==> src/rtl/instr_pkg.sv <==
`default_nettype none
// ============================================================================
// Module      : instr_pkg
// Description : Shared opcode, format, error-code and FSM-state constants for
//               the Simple-RISC instruction encoder/loader.
// Revision    : 1.0 - initial release
// ============================================================================
package instr_pkg;

  localparam logic [2:0] OP_ILL  = 3'b000;
  localparam logic [2:0] OP_BR   = 3'b001;
  localparam logic [2:0] OP_BL   = 3'b010;
  localparam logic [2:0] OP_LDR  = 3'b011;
  localparam logic [2:0] OP_STR  = 3'b100;
  localparam logic [2:0] OP_ALU  = 3'b101;
  localparam logic [2:0] OP_MOV  = 3'b110;
  localparam logic [2:0] OP_HALT = 3'b111;

  localparam logic [15:0] HALT_WORD = 16'hE000;

  typedef enum logic [2:0] {
    FMT_IMM8,
    FMT_IMM5,
    FMT_REG,
    FMT_HALT,
    FMT_ILL
  } fmt_e;

  localparam logic [1:0] ERR_NONE     = 2'b00;
  localparam logic [1:0] ERR_ILLEGAL  = 2'b01;
  localparam logic [1:0] ERR_RANGE    = 2'b10;
  localparam logic [1:0] ERR_OVERFLOW = 2'b11;

  localparam logic [2:0] ST_IDLE   = 3'd0;
  localparam logic [2:0] ST_ACCEPT = 3'd1;
  localparam logic [2:0] ST_WRITE  = 3'd2;
  localparam logic [2:0] ST_DONE   = 3'd3;
  localparam logic [2:0] ST_FULL   = 3'd4;
  localparam logic [2:0] ST_ERROR  = 3'd5;

endpackage
`default_nettype wire

==> src/rtl/instr_pack.sv <==
`default_nettype none
// ============================================================================
// Module      : instr_pack
// Description : Combinational packing of decoded fields into a 16-bit word,
//               with format classification and immediate range check.
// Revision    : 1.0 - initial release
// ============================================================================
module instr_pack
  import instr_pkg::*;
(
  input  logic [2:0]  opcode,
  input  logic [1:0]  op,
  input  logic [2:0]  cond,
  input  logic [2:0]  rn,
  input  logic [2:0]  rd,
  input  logic [2:0]  rm,
  input  logic [1:0]  shift,
  input  logic [15:0] imm,
  output logic [15:0] word,
  output fmt_e        fmt,
  output logic        range_err
);

  logic imm8_ok;
  logic imm5_ok;

  always_comb begin
    // Signed fit: every bit above the sign bit of the field matches it
    imm8_ok = (imm[15:7] == 9'h000) || (imm[15:7] == 9'h1FF);
    imm5_ok = (imm[15:4] == 12'h000) || (imm[15:4] == 12'hFFF);
    fmt     = FMT_ILL;
    word    = 16'h0000;
    case (opcode)
      OP_BR: begin
        fmt  = FMT_IMM8;
        word = {opcode, op, cond, imm[7:0]};
      end
      OP_BL: begin
        if (op == 2'b11) begin
          fmt  = FMT_IMM8;
          word = {opcode, op, rn, imm[7:0]};
        end else if (op != 2'b01) begin
          fmt  = FMT_REG;
          word = {opcode, op, rn, rd, shift, rm};
        end
      end
      OP_LDR, OP_STR: begin
        fmt  = FMT_IMM5;
        word = {opcode, op, rn, rd, imm[4:0]};
      end
      OP_ALU: begin
        fmt  = FMT_REG;
        word = {opcode, op, rn, rd, shift, rm};
      end
      OP_MOV: begin
        if (op == 2'b10) begin
          fmt  = FMT_IMM8;
          word = {opcode, op, rn, imm[7:0]};
        end else if (op == 2'b00) begin
          fmt  = FMT_REG;
          word = {opcode, op, 3'b000, rd, shift, rm};
        end
      end
      OP_HALT: begin
        fmt  = FMT_HALT;
        word = HALT_WORD;
      end
      default: ;
    endcase
    range_err = ((fmt == FMT_IMM8) && !imm8_ok) || ((fmt == FMT_IMM5) && !imm5_ok);
  end

endmodule
`default_nettype wire

==> src/rtl/instr_encoder_loader.sv <==
`default_nettype none
// ============================================================================
// Module      : instr_encoder_loader
// Description : Accepts decoded field bundles, encodes them and writes the
//               words to instruction memory at auto-incrementing addresses.
//               Optional macro ENC_CHECKSUM_EN adds an XOR checksum output.
// Revision    : 1.0 - initial release
// ============================================================================
module instr_encoder_loader
  import instr_pkg::*;
#(
  parameter int ADDR_W = 8,
  parameter int DEPTH  = 256
) (
  input  logic              clk,
  input  logic              reset_n,
  input  logic              start,
  input  logic [ADDR_W-1:0] base_addr,
  input  logic              in_valid,
  output logic              in_ready,
  input  logic [2:0]        opcode,
  input  logic [1:0]        op,
  input  logic [2:0]        cond,
  input  logic [2:0]        rn,
  input  logic [2:0]        rd,
  input  logic [2:0]        rm,
  input  logic [1:0]        shift,
  input  logic [15:0]       imm,
  output logic [ADDR_W-1:0] mem_addr,
  output logic [15:0]       mem_wdata,
  output logic              mem_we,
  input  logic              mem_wr_ready,
  output logic [ADDR_W:0]   word_count,
  output logic              done,
  output logic              full,
  output logic              err,
`ifdef ENC_CHECKSUM_EN
  output logic [15:0]       checksum,
`endif
  output logic [1:0]        err_code
);

  localparam logic [ADDR_W-1:0] LAST_ADDR = ADDR_W'(DEPTH - 1);

  logic [2:0]        state_q, state_d;
  logic [ADDR_W-1:0] addr_q, addr_d;
  logic [15:0]       wdata_q, wdata_d;
  logic [ADDR_W:0]   count_q, count_d;
  logic              done_q, done_d;
  logic              full_q, full_d;
  logic              err_q, err_d;
  logic [1:0]        err_code_q, err_code_d;
  logic              halt_q, halt_d;
  logic [15:0]       csum_q, csum_d;

  logic [15:0] pack_word;
  fmt_e        pack_fmt;
  logic        pack_range_err;

  instr_pack u_pack (
    .opcode    (opcode),
    .op        (op),
    .cond      (cond),
    .rn        (rn),
    .rd        (rd),
    .rm        (rm),
    .shift     (shift),
    .imm       (imm),
    .word      (pack_word),
    .fmt       (pack_fmt),
    .range_err (pack_range_err)
  );

  always_comb begin
    state_d    = state_q;
    addr_d     = addr_q;
    wdata_d    = wdata_q;
    count_d    = count_q;
    done_d     = done_q;
    full_d     = full_q;
    err_d      = err_q;
    err_code_d = err_code_q;
    halt_d     = halt_q;
    csum_d     = csum_q;
    // start outranks everything, including abandoning a pending write
    if (start) begin
      state_d    = ST_ACCEPT;
      addr_d     = base_addr;
      count_d    = '0;
      done_d     = 1'b0;
      full_d     = 1'b0;
      err_d      = 1'b0;
      err_code_d = ERR_NONE;
      halt_d     = 1'b0;
      csum_d     = 16'h0000;
    end else begin
      case (state_q)
        ST_ACCEPT: begin
          if (in_valid) begin
            if (pack_fmt == FMT_ILL) begin
              err_d      = 1'b1;
              err_code_d = ERR_ILLEGAL;
              state_d    = ST_ERROR;
            end else if (pack_range_err) begin
              err_d      = 1'b1;
              err_code_d = ERR_RANGE;
              state_d    = ST_ERROR;
            end else begin
              wdata_d = pack_word;
              halt_d  = (pack_fmt == FMT_HALT);
              state_d = ST_WRITE;
            end
          end
        end
        ST_WRITE: begin
          if (mem_wr_ready) begin
            count_d = count_q + (ADDR_W+1)'(1);
            csum_d  = csum_q ^ wdata_q;
            if (halt_q) begin
              done_d  = 1'b1;
              state_d = ST_DONE;
            end else if (addr_q == LAST_ADDR) begin
              full_d  = 1'b1;
              state_d = ST_FULL;
            end else begin
              addr_d  = addr_q + ADDR_W'(1);
              state_d = ST_ACCEPT;
            end
          end
        end
        ST_FULL: begin
          if (in_valid) begin
            err_d      = 1'b1;
            err_code_d = ERR_OVERFLOW;
          end
        end
        default: ;
      endcase
    end
  end

  always_ff @(posedge clk or negedge reset_n) begin
    if (!reset_n) begin
      state_q    <= ST_IDLE;
      addr_q     <= '0;
      wdata_q    <= 16'h0000;
      count_q    <= '0;
      done_q     <= 1'b0;
      full_q     <= 1'b0;
      err_q      <= 1'b0;
      err_code_q <= ERR_NONE;
      halt_q     <= 1'b0;
      csum_q     <= 16'h0000;
    end else begin
      state_q    <= state_d;
      addr_q     <= addr_d;
      wdata_q    <= wdata_d;
      count_q    <= count_d;
      done_q     <= done_d;
      full_q     <= full_d;
      err_q      <= err_d;
      err_code_q <= err_code_d;
      halt_q     <= halt_d;
      csum_q     <= csum_d;
    end
  end

  assign in_ready   = (state_q == ST_ACCEPT);
  assign mem_we     = (state_q == ST_WRITE);
  assign mem_addr   = addr_q;
  assign mem_wdata  = wdata_q;
  assign word_count = count_q;
  assign done       = done_q;
  assign full       = full_q;
  assign err        = err_q;
  assign err_code   = err_code_q;

`ifdef ENC_CHECKSUM_EN
  assign checksum = csum_q;
`else
  logic unused_csum;
  assign unused_csum = ^csum_q;
`endif

endmodule
`default_nettype wire

==> config.mk <==
export PLATFORM = sky130hd
export DESIGN_NAME = instr_encoder_loader
export DESIGN_NICKNAME = d
export VERILOG_FILES = /design/src/rtl/instr_pkg.sv /design/src/rtl/instr_pack.sv /design/src/rtl/instr_encoder_loader.sv
export SDC_FILE = /design/constraint.sdc
export NUM_CORES = 1
export LEC_CHECK = 0
export BUFFER_PORTS_ARGS = -buffer_cell sky130_fd_sc_hd__buf_2
export CORE_MARGIN = 1
export CORE_UTILIZATION = 28
export DETAILED_ROUTE_END_ITERATION = 10
export GPL_ROUTABILITY_DRIVEN = 0
export PLACE_DENSITY = 0.55
export SETUP_SLACK_MARGIN = 0.05
export SLEW_MARGIN = 20
export SYNTH_ARGS = -nofsm -noshare
export SYNTH_HDL_FRONTEND = slang
export SYNTH_SLANG_ARGS = --single-unit
==> constraint.sdc <==
create_clock -name clk -period 2 [get_ports clk]
set_input_delay 0.1 -clock clk [delete_from_list [all_inputs] [get_ports clk]]
set_output_delay 0.1 -clock clk [all_outputs]
set_load 0.01 [all_outputs]
==> impl_metrics.yaml, run 1 <==
floorplan:
  die_h_um: 94.5
  start_util: 0.290
  coreArea_mm2: 0.00826
  fp.dieW_um: 94.5
  num_rows: 33
  ioPinCount: 88
  die_area_mm2: 0.00892
critical_path:
  critical_path.endpoint: "mem_wdata[9]"
  required_ns: 2.19
  crit_fanout: 13
  r2r_cells: 5
  worstPathArrival_ns: 2.07
  critical_path_class: "reg2reg"
  worst_setup_path_start_kind: "register"
  end_kind: "register"
  cp-startpoint: "state_q[0]"
  r2r-start: "state_q[0]"
  rrSetupSlack_ns: 0.12
  reg2reg_to: "mem_wdata[9]"
cells_and_area:
  antenna_cells: 0
  fin_cells: 464
  final_util: 0.398
  fin_nets: 408
  drive_above_1_share: 0.387
  area_delta_synth_final_pct: 37.5
  design_area_mm2: 0.00329
cts:
  clkTransAtPathRegs_ns: 0.09
  cts_max_path_buffers: 2
  htree_levels: 2
  clkLatencyLatePin_ns: 0.30
  cts_sinks: 42
  numCtsBuffers: 5
  cts_root_buf: "clkbuf_8"
  cts_tree: "built"
global_routing:
  grt_pass1_vias: 2113
  track_usage: 0.146
  grt_overflow: 0
  grt_max_degree: 43
  antenna_found_initial: 0
  grt_pass1_wl_um: 10200
yosys:
  synth-warning-count: 0
  synthTopCellsByCount: "dfrtp_1 (42), nand2_1 (22), nor2_1 (17), o21ai_0 (17), inv_1 (12)"
  synth_edf_count: 0
  synthArstFlopShare: 1.00
  seq_area_frac_synth: 0.439
  avgSynthCellArea_um2: 9.73
  synth_cells: 246
  synth_nets: 296
  yosysMostFrequentCell: "dfrtp_1"
  ys_types: 50
  synth_flop_cell: "dfrtp_1"
  synth_top_cell_area_share: 0.439
  yosysTopAreaCell: "dfrtp_1"
  ys_ff_latch: 42
  synth_area_leaders: "dfrtp_1 (44%), xor2_1 (4.0%), o21ai_0 (3.6%)"
  synth_area_mm2: 0.00239
sta:
  worstMarginPinSlew_ns: 0.541
  max_slew_margin: 0.636
  min_period_ns: 1.88
  finClkSkew_ns: 0.00521
  final-hold-violation-count: 0
  rsz0062_at_grt: "yes"
  period_share: 0.941
  drv_slew: 0
  fmax_mhz: 531
  finalSetupViolations: 0
  tns_ns: 0
min_path:
  hold_depth: 2
  hp-class: "in2reg"
route:
  drtAntennaViolNets: 0
  avgViaCountPerCell: 4.84
  detail_route.wl_per_cell_um: 13.3
  first_pass_iters: 4
  vias: 2248
  drc: 0
  drt_wl_total_um: 6190
  drt-initial-drc-count: 45
status:
  status: "finished, final reports clean"
power:
  ir_worst_vdd_mv: 0.344
  leakagePower_nw: 1.66
  p_per_area_mw_per_mm2: 772
placement:
  dp_hpwl_um: 4540
  port_buffers: 87
  place_area_mm2: 0.00306
  dp.cells: 445
job:
  max-cap-violations: 0
## cells by family (layout without fill, tap and decap cells)
group / after synthesis / after routing / share of synthesized area
buf+inv: 26 / 139 / 0.0517
xor+xnor: 14 / 14 / 0.0512
simple gates: 83 / 83 / 0.187
flops: 42 / 42 / 0.439
fa+ha+maj: 2 / 2 / 0.0105
compound gates: 61 / 61 / 0.174
mux: 18 / 18 / 0.0873
## state kept, by name, summed over array words and instances (netlist names)
register	flops
err_code	2
err	1
full	1
word_count	9
mem_wdata	16
done	1
mem_addr	8
state_q	3
halt_q	1
## worst min path at each step
stage	startpoint	to	slack, ns
2_1_floorplan	reset_n	done	-0.20
5_1_grt	start	word_count[0]	0.06
4_1_cts	start	word_count[0]	0.03
6_report	start	word_count[0]	0.05
3_3_place_gp	reset_n	mem_wdata[14]	0.10
3_5_place_dp	reset_n	mem_wdata[14]	0.10
## power by group
part | switching [mW] | internal, mW
combinational | 0.351 | 0.388
clock | 0.319 | 0.372
sequential | 0.0990 | 1.01
total | 0.768 | 1.77
## worst max-delay path, cell delays in order, from the launching register on
cell,delay (ns)
dfrtp_2,0.44
nor3b_4,0.22
nand2_1,0.09
or4_1,0.49
buf_4,0.22
mux2_4,0.31
## layout by cell type, fill, tap and decap left out, types with 2 or more instances in the layout
cell	synthesis	final
buf_2	2	87
dfrtp_1	42	40
nand2_1	22	22
buf_4	0	22
nor2_1	17	17
o21ai_0	17	17
inv_1	12	12
xor2_1	11	11
a21oi_1	10	10
a22o_1	9	9
dlygate4sd3_1	0	9
nand4_1	7	7
mux2i_1	7	7
mux2_2	7	7
and3_1	5	5
nor2b_1	5	5
o31ai_1	5	5
clkbuf_8	0	5
nand3_1	4	4
mux2_4	4	4
nor3_1	3	3
nand2b_1	3	3
or3_1	3	3
xnor2_1	3	3
a21boi_0	3	3
a22oi_1	3	3
nor3b_1	3	2
o22ai_1	2	2
and3b_1	2	2
o211a_1	2	2
o211ai_1	2	2
ha_1	2	2
clkinvlp_4	0	2
dfrtp_2	0	2
## metal layers
metal,GRT usage,vias up,routed length (um)
met5,0,-,0
met4,0.0379,0,52
met2,0.241,60,2930
met3,0.0322,5,383
li1,-,1111,-
met1,0.194,1072,2830
## cell type report
type | count | area, um^2
Fill cell | 860 | 4970
Sequential cell | 42 | 1050
Clock inverter | 3 | 45.0
Multi-Input combinational cell | 178 | 1240
Timing Repair Buffer | 119 | 711
Inverter | 12 | 45.0
Tap cell | 105 | 131
Clock buffer | 5 | 68.8
## per-stage QoR
| step | hold slack, ns | power (mW) | setup WS (ns) |
|---|---|---|---|
| 6_report | 0.0494 | 2.54 | 0.117 |
| 5_1_grt | 0.0634 | 2.71 | 0.0495 |
| 4_1_cts | 0.0332 | 2.59 | 0.0579 |
| 3_5_place_dp | 0.101 | 1.86 | -0.116 |
| 3_3_place_gp | 0.100 | 1.84 | -0.0975 |
| 2_1_floorplan | -0.196 | 1.51 | -0.0172 |
## repair_timing
action | in CTS | in global routing
pin swaps | 0 | 0
endpoints found under the hold margin | 50 | 0
setup buffers | 0 | 2
setup endpoints to repair | 2 | 16
gates resized for setup | 1 | 2
hold buffers | 9 | 0
No activity file was read; power rests on OpenSTA's default activity.
==> run 2: changes to the inputs <==
--- a/config.mk
+++ b/config.mk
@@ -10,7 +10,8 @@
 export CORE_UTILIZATION = 28
 export DETAILED_ROUTE_END_ITERATION = 10
 export GPL_ROUTABILITY_DRIVEN = 0
-export PLACE_DENSITY = 0.55
+export PLACE_DENSITY = 0.54
+export REMOVE_ABC_BUFFERS = 1
 export SETUP_SLACK_MARGIN = 0.05
 export SLEW_MARGIN = 20
 export SYNTH_ARGS = -nofsm -noshare
==> run 2 against run 1 <==
  * Die area is the same
  * Register-to-register slack better by 0.02 ns
  * Fmax is 0.88% higher
  * Clock skew barely moved
  * Worst setup slack better by 0.016 ns
  * Flip-flop and latch count did not move
  * Sequential power barely moved
  * Sequential share of layout area is 0.28 points higher
  * Power down 0.86%
  * Critical endpoint unchanged
  * Largest cell class unchanged
  * Largest power group unchanged
==> impl_metrics.yaml, run 2 (synthesis gave the netlist of run 1 again) <==
status:
  status: "finished, final reports clean"
route:
  vias: 2154
  drt_wl_total_um: 6290
  detail_route.wl_per_cell_um: 13.7
  drc: 0
  first_pass_iters: 4
  avgViaCountPerCell: 4.68
  drtAntennaViolNets: 0
  drt-initial-drc-count: 103
critical_path:
  r2r_cells: 5
  r2r-start: "state_q[1]"
  crit_fanout: 16
  crit_slowest_cell: "or4_1"
  rrSetupSlack_ns: 0.13
  required_ns: 2.18
  slowest_delay_ns: 0.54
  worst_setup_path_start_kind: "register"
  worstPathArrival_ns: 2.05
  crit_chain: "nor3b_2 -> nand2_1 -> or4_1 -> buf_12 -> mux2_4"
  reg2reg_to: "mem_wdata[9]"
  critical_path_class: "reg2reg"
  end_kind: "register"
power:
  leakagePower_nw: 1.64
  p_per_area_mw_per_mm2: 774
  power_mw: 2.52
  ir_worst_vdd_mv: 0.275
floorplan:
  ioPinCount: 88
  coreArea_mm2: 0.00826
  num_rows: 33
  die_area_mm2: 0.00892
  fp.dieW_um: 94.5
  die_h_um: 94.5
  start_util: 0.290
global_routing:
  grt_pass1_vias: 2075
  grt_overflow: 0
  grt_pass1_wl_um: 10500
  antenna_found_initial: 0
  grt_max_degree: 33
  track_usage: 0.150
sta:
  worstMarginPinSlew_ns: 0.781
  finalSetupViolations: 0
  max_slew_margin: 0.479
  rsz0062_at_grt: "no"
  min_period_ns: 1.87
  drv_slew: 0
  finClkSkew_ns: 0.00517
  fmax_mhz: 536
  holdWs_ns: 0.0122
  final-hold-violation-count: 0
  setup_slack_ns: 0.134
  period_share: 0.933
cells_and_area:
  final_common_cell: "buf_2"
  drive_above_1_share: 0.392
  area_delta_synth_final_pct: 36.0
  fin_cells: 460
  final_util: 0.394
  n_fill_cell: 866
  layout_common_cells: "buf_2 (87), dfrtp_1 (42), buf_4 (25), nand2_1 (22)"
  largest_reg_flops: 16
  antenna_cells: 0
  fin_nets: 404
cts:
  htree_levels: 2
  cts_root_buf: "clkbuf_8"
  numCtsBuffers: 5
  clkLatencyLatePin_ns: 0.29
  clkTransAtPathRegs_ns: 0.08
  cts_tree: "built"
  cts_sinks: 42
  cts_max_path_buffers: 2
min_path:
  min_to: "mem_addr[0]"
  hp-start: "base_addr[0]"
  hp-class: "in2reg"
  hold_depth: 3
placement:
  dp_slack_ns: -0.169
  dp_hpwl_um: 4830
  dp.cells: 448
  port_buffers: 87
job:
  max-cap-violations: 0
run 2: cell types whose count changed in the layout (fill, tap and decap cells not counted), moves of 2 or more:
cell and change:
buf_4 +3, clkbuf_1 +2, clkinvlp_4 -2, dfrtp_1 +2, dfrtp_2 -2, dlygate4sd3_1 -7
run 2: cell type report:
cell class | instances | area [um^2] | area share
multi-input cells | 178 | 1260 | 0.386
flip-flops and latches | 42 | 1050 | 0.323
well taps | 105 | 131 | 0.0404
clock buffers | 7 | 76.3 | 0.0235
clock inverters | 1 | 30.0 | 0.00923
inverters | 12 | 45.0 | 0.0138
repair buffers | 115 | 663 | 0.204
run 2: critical path, delay by kind of cell, from the launching register on:
family	cells	cell delay, ns
flip-flops	1	0.39
multiplexers	1	0.29
buffers and inverters	1	0.19
AND/OR/NAND/NOR	3	0.87
run 2: power by group:
| part | leakage [nW] | total (mW) | switching (mW) | internal [mW] |
|---|---|---|---|---|
| combinational | 1.05 | 0.737 | 0.361 | 0.376 |
| sequential | 0.542 | 1.11 | 0.102 | 1.01 |
| clock | 0.0524 | 0.668 | 0.294 | 0.374 |
run 2: what timing repair did:
| action | CTS | global route |
|---|---|---|
| setup buffers | 0 | 2 |
| setup endpoints to repair | 4 | 15 |
| hold buffers | 2 | 0 |
| pin swaps | 0 | 0 |
| gates cloned | 0 | 0 |
| hold endpoints to repair | 31 | 0 |
| resized for setup | 1 | 5 |
run 2: per-stage QoR:
step	cell area [um^2]	setup TNS, ns
after global routing	3250	0
final	3250	0
after floorplan	2310	-6.10
after global placement	3070	-1.42
after detailed placement	3070	-1.72
after CTS	3210	0
run 2: worst max-delay path by stage:
stage                     slack (ns)        from       endpoint
after detailed placement       -0.17      imm[9]  mem_wdata[12]
after floorplan                -0.40  state_q[0]  mem_wdata[10]
final                           0.13  state_q[1]   mem_wdata[9]
after global routing            0.06  state_q[1]  mem_wdata[10]
after global placement         -0.15      imm[9]   mem_wdata[9]
after CTS                       0.11  state_q[2]    mem_addr[6]
run 2: routing by layer:
layer	vias to the layer above	global-route usage	wire length (um)
met4	0	0.0341	53
met2	40	0.239	2990
met5	-	0	0
li1	1105	-	-
met1	1005	0.213	3050
met3	4	0.0233	202
